==> src/rtl/alu_request_arbiter.sv <==
// -----------------------------------------------------------------------------
// alu_request_arbiter
//   Shares one combinational ALU between NUM_REQ requesters. A round-robin
//   arbiter picks one request, registers its operands onto the ALU ports,
//   captures the ALU result one cycle later and returns it over a
//   valid/ready response channel. Only one operation is in flight at a time:
//   IDLE (grant) -> ISSUE (ALU evaluates) -> RESP (hand back) -> IDLE.
//
//   Optional build macro ALU_ARB_STATS_EN adds output_grant_count, a set of
//   per-requester 16-bit saturating accept counters.
// -----------------------------------------------------------------------------
module alu_request_arbiter #(
    parameter int WIDTH   = 64,
    parameter int NUM_REQ = 2,
    parameter int ID_W    = 1
) (
    input  logic                     input_clk,
    input  logic                     input_rst_n,
    input  logic [NUM_REQ-1:0]       input_req_valid,
    input  logic [4*NUM_REQ-1:0]     input_req_opcode,
    input  logic [WIDTH*NUM_REQ-1:0] input_req_a,
    input  logic [WIDTH*NUM_REQ-1:0] input_req_b,
    output logic [NUM_REQ-1:0]       output_req_ready,
    output logic [WIDTH-1:0]         output_alu_data_1,
    output logic [WIDTH-1:0]         output_alu_data_2,
    output logic [3:0]               output_alu_opcode,
    input  logic [WIDTH-1:0]         input_alu_data,
    input  logic [WIDTH-1:0]         input_alu_zero,
    output logic                     output_resp_valid,
    output logic [ID_W-1:0]          output_resp_id,
    output logic [WIDTH-1:0]         output_resp_data,
    output logic                     output_resp_zero,
    input  logic                     input_resp_ready
`ifdef ALU_ARB_STATS_EN
    ,
    output logic [16*NUM_REQ-1:0]    output_grant_count
`endif
);

    typedef enum logic [1:0] {
        IDLE  = 2'd0,
        ISSUE = 2'd1,
        RESP  = 2'd2
    } state_e;

    state_e             state_q, state_d;
    logic [ID_W-1:0]    rr_ptr_q, rr_ptr_d;

    logic               grant_found;
    logic [ID_W-1:0]    grant_idx;
    logic [ID_W-1:0]    cand_idx;
    logic               accept;

    logic [3:0]         sel_opcode;
    logic [WIDTH-1:0]   sel_a;
    logic [WIDTH-1:0]   sel_b;
    int                 next_ptr;

    logic [WIDTH-1:0]   alu_data_1_q;
    logic [WIDTH-1:0]   alu_data_2_q;
    logic [3:0]         alu_opcode_q;
    logic [ID_W-1:0]    resp_id_q;
    logic [WIDTH-1:0]   resp_data_q;
    logic               resp_zero_q;

    // Round-robin search: first valid requester at or above rr_ptr, wrapping.
    // NOTE: every variable gets a default at the top of a combinational block so
    // no path leaves it unassigned, which would otherwise infer a latch.
    always_comb begin
        grant_found = 1'b0;
        grant_idx   = '0;
        cand_idx    = '0;
        for (int k = 0; k < NUM_REQ; k++) begin
            cand_idx = ID_W'((int'(rr_ptr_q) + k) % NUM_REQ);
            if (!grant_found && input_req_valid[cand_idx]) begin
                grant_found = 1'b1;
                grant_idx   = cand_idx;
            end
        end
    end

    // Operand mux for the winning requester.
    always_comb begin
        sel_opcode = '0;
        sel_a      = '0;
        sel_b      = '0;
        for (int i = 0; i < NUM_REQ; i++) begin
            if (ID_W'(i) == grant_idx) begin
                sel_opcode = input_req_opcode[4*i +: 4];
                sel_a      = input_req_a[WIDTH*i +: WIDTH];
                sel_b      = input_req_b[WIDTH*i +: WIDTH];
            end
        end
    end

    // Accept only in IDLE; gating with rst_n keeps req_ready low while reset is
    // asserted even though the state register already reads IDLE.
    assign accept           = (state_q == IDLE) && grant_found && input_rst_n;
    assign output_req_ready = accept ? ({{(NUM_REQ-1){1'b0}}, 1'b1} << grant_idx)
                                     : '0;

    // Next-state logic and pointer advance (one past the granted requester).
    always_comb begin
        state_d  = state_q;
        rr_ptr_d = rr_ptr_q;
        next_ptr = int'(grant_idx) + 1;
        if (next_ptr == NUM_REQ) begin
            next_ptr = 0;
        end
        case (state_q)
            IDLE: begin
                if (accept) begin
                    state_d  = ISSUE;
                    rr_ptr_d = ID_W'(next_ptr);
                end
            end
            ISSUE: state_d = RESP;
            RESP: begin
                if (input_resp_ready) begin
                    state_d = IDLE;
                end
            end
            default: state_d = IDLE;
        endcase
    end

    // State and round-robin pointer registers.
    // NOTE: sequential state uses non-blocking assignments so every register
    // samples the pre-edge values regardless of statement order.
    always_ff @(posedge input_clk or negedge input_rst_n) begin
        if (!input_rst_n) begin
            state_q  <= IDLE;
            rr_ptr_q <= '0;
        end else begin
            state_q  <= state_d;
            rr_ptr_q <= rr_ptr_d;
        end
    end

    // ALU port and response registers: load operands on accept, capture the
    // result at the end of ISSUE, otherwise hold.
    // NOTE: these drive module outputs, so they are reset to give a defined
    // all-zero output state; they are not cleared again outside reset.
    always_ff @(posedge input_clk or negedge input_rst_n) begin
        if (!input_rst_n) begin
            alu_data_1_q <= '0;
            alu_data_2_q <= '0;
            alu_opcode_q <= '0;
            resp_id_q    <= '0;
            resp_data_q  <= '0;
            resp_zero_q  <= 1'b0;
        end else begin
            if (accept) begin
                alu_data_1_q <= sel_a;
                alu_data_2_q <= sel_b;
                alu_opcode_q <= sel_opcode;
                resp_id_q    <= grant_idx;
            end
            if (state_q == ISSUE) begin
                resp_data_q <= input_alu_data;
                resp_zero_q <= |input_alu_zero;
            end
        end
    end

    assign output_alu_data_1 = alu_data_1_q;
    assign output_alu_data_2 = alu_data_2_q;
    assign output_alu_opcode = alu_opcode_q;
    assign output_resp_valid = (state_q == RESP);
    assign output_resp_id    = resp_id_q;
    assign output_resp_data  = resp_data_q;
    assign output_resp_zero  = resp_zero_q;

`ifdef ALU_ARB_STATS_EN
    logic [NUM_REQ-1:0][15:0] grant_cnt_q;

    // Per-requester accept counters, saturating at 16'hFFFF.
    always_ff @(posedge input_clk or negedge input_rst_n) begin
        if (!input_rst_n) begin
            grant_cnt_q <= '0;
        end else if (accept && (grant_cnt_q[grant_idx] != 16'hFFFF)) begin
            grant_cnt_q[grant_idx] <= grant_cnt_q[grant_idx] + 16'd1;
        end
    end

    assign output_grant_count = grant_cnt_q;
`endif

endmodule

==> config.mk <==
export PLATFORM = sky130hd
export DESIGN_NAME = alu_request_arbiter
export DESIGN_NICKNAME = d
export VERILOG_FILES = /design/src/rtl/alu_request_arbiter.sv
export SDC_FILE = /design/constraint.sdc
export NUM_CORES = 1
export LEC_CHECK = 0
export ABC_AREA = 1
export CORE_AREA = 5 5 229 231
export CTS_BUF_LIST = sky130_fd_sc_hd__clkbuf_16
export DETAILED_ROUTE_END_ITERATION = 12
export DIE_AREA = 0 0 234 236
export PLACE_DENSITY = 0.45
export RECOVER_POWER = 25
export SYNTH_ARGS = -nofsm -noshare
export SYNTH_HDL_FRONTEND = slang
export SYNTH_SLANG_ARGS = --single-unit
==> constraint.sdc <==
create_clock -name input_clk -period 2.46 [get_ports input_clk]
set_clock_uncertainty 0.15 [all_clocks]
set_input_delay 0.246 -clock input_clk [delete_from_list [all_inputs] [get_ports input_clk]]
set_output_delay 0.246 -clock input_clk [all_outputs]
set_load 0.05 [all_outputs]
# Yosys cells after proc, flatten, opt, wreduce, memory -nomap -nowiden
# Index checks and enable logic that the tools add are counted.
# totals
regBits	201
inputBits	397
output_inout_bits	201
word_cells	42
# classes
n_addsub	2
n_lt_le_gt_ge	2
n_eq_ne	5
n_shift	1
mux	16
reduce_logical	8
# ops
operator	n
$mux 64	2
$reduce_or 64->1	1
$mux 1	9
$mux 2	3
$pmux 2 s3	1
$eq 2x2->1 const B	2
$lt 1x2->1 const B	2
$mux 4	1
$reduce_and 2->1	2
$logic_and 1x1->1	3
$add 1x1->2 const B	1
$eq 2x1->1 const B	1
$logic_not 2->1	1
$ne 2x1->1 const B	1
$ne 2x2->1 const B	1
$shl 1x1->2 const A	1
$add 1x1->1 const B	1
$logic_not 1->1	1

# Longest topological paths before layout
# logic_depth
word_depth	10
mapped_depth	8
depth_no_buf	8

# Worst setup path after synthesis
# Ideal clock, no wire load.
# synth_timing
kind	in2reg
start	in state_q[0]
end	reg alu_data_1_q[15] (netlist: output_alu_data_1[15])
setup_time_ps	70
arrival_ps	1609
required_time_ps	2240
slack_ps	631
stages	7
path_buffers	1
path_cell_list	dfrtp_1 -> inv_1 -> nand4_2 -> nor2_2 -> clkbuf_1 -> nand2_1 -> nand3_1
# synth_via
elab_chain_cells	3
# synth_rtl
item	line	rtl
from (decl)	46	state_e state_q, state_d;
$logic_not 2->1	98	assign accept = (state_q == IDLE) && grant_found && input_rst_n;
$logic_and 1x1->1 (2 in series)	98	
to (signal assigned)	154	alu_data_1_q <= sel_a;
to (decl)	59	logic [WIDTH-1:0] alu_data_1_q;
# Every way passes these cells.
# A chain may end at the register's enable or synchronous reset.

# Final worst setup path
# layout_timing
start	in input_rst_n
end	out output_req_ready[1]
# layout_via
elab_chain_cells	2
# layout_rtl
item	line	rtl
from (decl)	18	input logic input_rst_n,
$logic_and 1x1->1	98	
$mux 2	99	assign output_req_ready = accept ? ({{(NUM_REQ-1){1'b0}}, 1'b1} << grant_idx)
to (decl)	23	output logic [NUM_REQ-1:0] output_req_ready,
# Every way passes these cells.

==> out/results.ini <==
[run_status]
status=finished, final reports clean

[synthesis]
syn-cell-area_sq_um=8480
synthDominantCellAreaShare=0.593
synth-compound-area-share=0.00280
yosys.area.top_type=dfrtp_1
ys_seq_area_frac=0.593
syn_inst=1062
async_reset_ff_frac=1.00
synth_common_cells=nand2_1, dfrtp_1, nand3_1
synth_cell_types=15
syn_avg_cell_area_sq_um=7.99
synth_xor_xnor_area_share=0
synth_top_family_by_area=simple AND/OR/NAND/NOR gates
synthSimpleGateAreaFrac=0.372
ys_warn_count=0
syn-num-nets=1459
yosys.cell_count.top_type=nand2_1
ys.flop_type=dfrtp_1
synth_edf_count=0
synth_area_leaders=dfrtp_1, nand2_1, nand3_1, nor2_1, buf_2
muxShareOfSynthArea=0
yosys.area_share.adder=0
synth-seq-cells=201

[route]
drt_wl_total_mm=41.7
antenna_left=0
firstDrtPassIters=5
via_per_inst=3.92
drc=0
vias=9212
drt-initial-drc-count=451
wl_per_cell_um=17.7

[final_layout]
register_area_sq_um=5030
n_fill_cell=5319
area_growth_syn_to_layout_pct=91.1
final_cell_count_no_fill=2349
fin_util=0.325
drive_gt1_frac=0.0400
nNetsFinal=2054
multiInputGateArea_sq_um=3200

[sta]
grt_setup_unrepaired=false
fmax_mhz=434
min_period_ns=2.30
post-route-period-util=0.936
hold_ws_ns=0.0637
setup_viol=0
worst_slew_pin_slew_ns=1.41
slew_headroom=0.0587
report.final.slew_viol_count=0
setup_tns_ns=0
hold_viol_final=0

[power]
powerDensity_nw_per_um2=1310
intPower_mw=10.9
p_clk_frac=0.169
switchingPower_mw=10.4
max-vdd-ir-drop_mv=0.704
swShare=0.488
fin_total_pwr_mw=21.3
p_leak_nw=7.17
p_seq_frac=0.268
comb_power_share=0.563

[setup_path]
worstPathArrival_ns=1.91
critPathMaxFanout=32
setup.worst_path.start_class=primary input
worst_ep_required_time_ns=2.06
critical_path.endpoint_type=output pin
worstSetupPathType=primary input to output pin

[placed_design]
gp_congestion=0.795
dp_cells=2297
io_buffer_count=597
detailed_place_hpwl_mm=31.7

[cts]
cts_max_path_buffers=3
tritoncts=built
numClockSinks=201
htreeDepth=1
cts_inserted_buffers=26
cts_resized=0
path_clk_slew_ns=0.06
worstSkewPairLatency_ns=0.55
clock-root-buffer=clkbuf_16

[floorplan]
rows=82
die_height_um=236
die_w_um=234
ios=598
start_util=0.170
dieArea_sq_um=55200
coreArea_sq_um=49900

[global_routing]
antenna_found_initial=5
grtUsageTotal=0.142
grt_pass1_wl_mm=60.8
gr-total-overflow=0
grt_pass1_vias=9746
grt_max_degree=134

[run]
cap_violations=0

[hold_path]
min_path_type=primary input to async pin

state kept, by name, indices dropped and copies added (netlist names):
register and flops:
output_alu_data_1 64, output_alu_data_2 64, output_alu_opcode 4, output_resp_data 64, output_resp_id 1, output_resp_zero 1, rr_ptr_q 1, state_q 2
metal layers:
layer / GRT usage / vias up / part of all wire
li1: - / 4505 / -
met1: 0.158 / 4238 / 0.37
met2: 0.247 / 408 / 0.49
met3: 0.0648 / 55 / 0.12
met4: 0.0342 / 6 / 0.026
met5: 0 / - / 0.00094
stage by stage:
step	area (sq um)	worst slack [ns]
2_1_floorplan	8480	0.631
3_5_place_dp	15400	0.248
6_report	16200	0.157
3_3_place_gp	15400	0.280
4_1_cts	16200	0.0366
5_1_grt	16200	0.0876
power groups by stage:
| stage | Combinational [mW] | Sequential, mW | Clock, mW |
|---|---|---|---|
| CTS | 12.2 | 5.70 | 3.78 |
| global placement | 12.1 | 5.71 | 0 |
| global route | 12.6 | 5.89 | 3.89 |
| finish | 12.0 | 5.69 | 3.60 |
| detailed placement | 12.1 | 5.71 | 0 |
| floorplan | 1.76 | 11.1 | 0 |
layout by cell type, fill, tap and decap left out:
cell and instances:
a21oi_1 1, a21oi_4 1, buf_12 11, buf_2 1
buf_4 13, buf_6 1, buf_8 1, bufinv_16 1
clkbuf_1 1, clkbuf_16 28, clkbuf_2 2, clkdlybuf4s50_1 592
clkinv_1 6, clkinv_2 4, dfrtp_1 201, diode_2 2
dlygate4sd3_1 1, inv_1 13, inv_6 1, nand2_1 615
nand3_1 132, nand4_4 1, nor2_1 44, nor2_4 1
o21ai_0 2, or2_2 1
final timing paths:
path / slack [ns] / cells after the start / startpoint / endpoint
max in group asynchronous: 0.48 / 3 / input_rst_n / output_resp_data[56]
setup reg to reg: 0.44 / 5 / state_q[0] / output_alu_data_1[41]
min in group input_clk: 0.09 / 3 / input_alu_data[11] / output_resp_data[11]
hold / removal: 0.06 / 2 / input_rst_n / output_alu_data_1[47]
hold reg to reg: 0.32 / 2 / output_resp_data[51] / output_resp_data[51]
setup / recovery: 0.16 / 6 / input_rst_n / output_req_ready[1]
cells by family after synthesis:
| kind of cell | count (synthesis) |
|---|---|
| DFF | 201 |
| AOI/OAI and AO/OA | 4 |
| and+or+nand+nor | 794 |
| buffers and inverters | 63 |
worst max-delay path: stages:
cell and delay [ns]:
dlygate4sd3_1 0.64, buf_8 0.20, nand4_4 0.19, nor2_4 0.21
buf_12 0.22, buf_12 0.16
repair_timing:
action                     in CTS  in global routing
hold buffers                    1                  0
buffers inserted                0                  2
setup endpoints to repair       0                  1
hold endpoints to repair      201                  0
cell type report:
| type | count | share of cell area |
|---|---|---|
| repair buffers | 624 | 0.390 |
| well taps | 672 | 0.0519 |
| diodes | 2 | 0.000309 |
| clock buffers | 27 | 0.0417 |
| multi-input cells | 798 | 0.198 |
| flip-flops and latches | 201 | 0.310 |
| clock inverters | 19 | 0.00664 |
| inverters | 6 | 0.00139 |
Power figures use the tool's default switching activity.
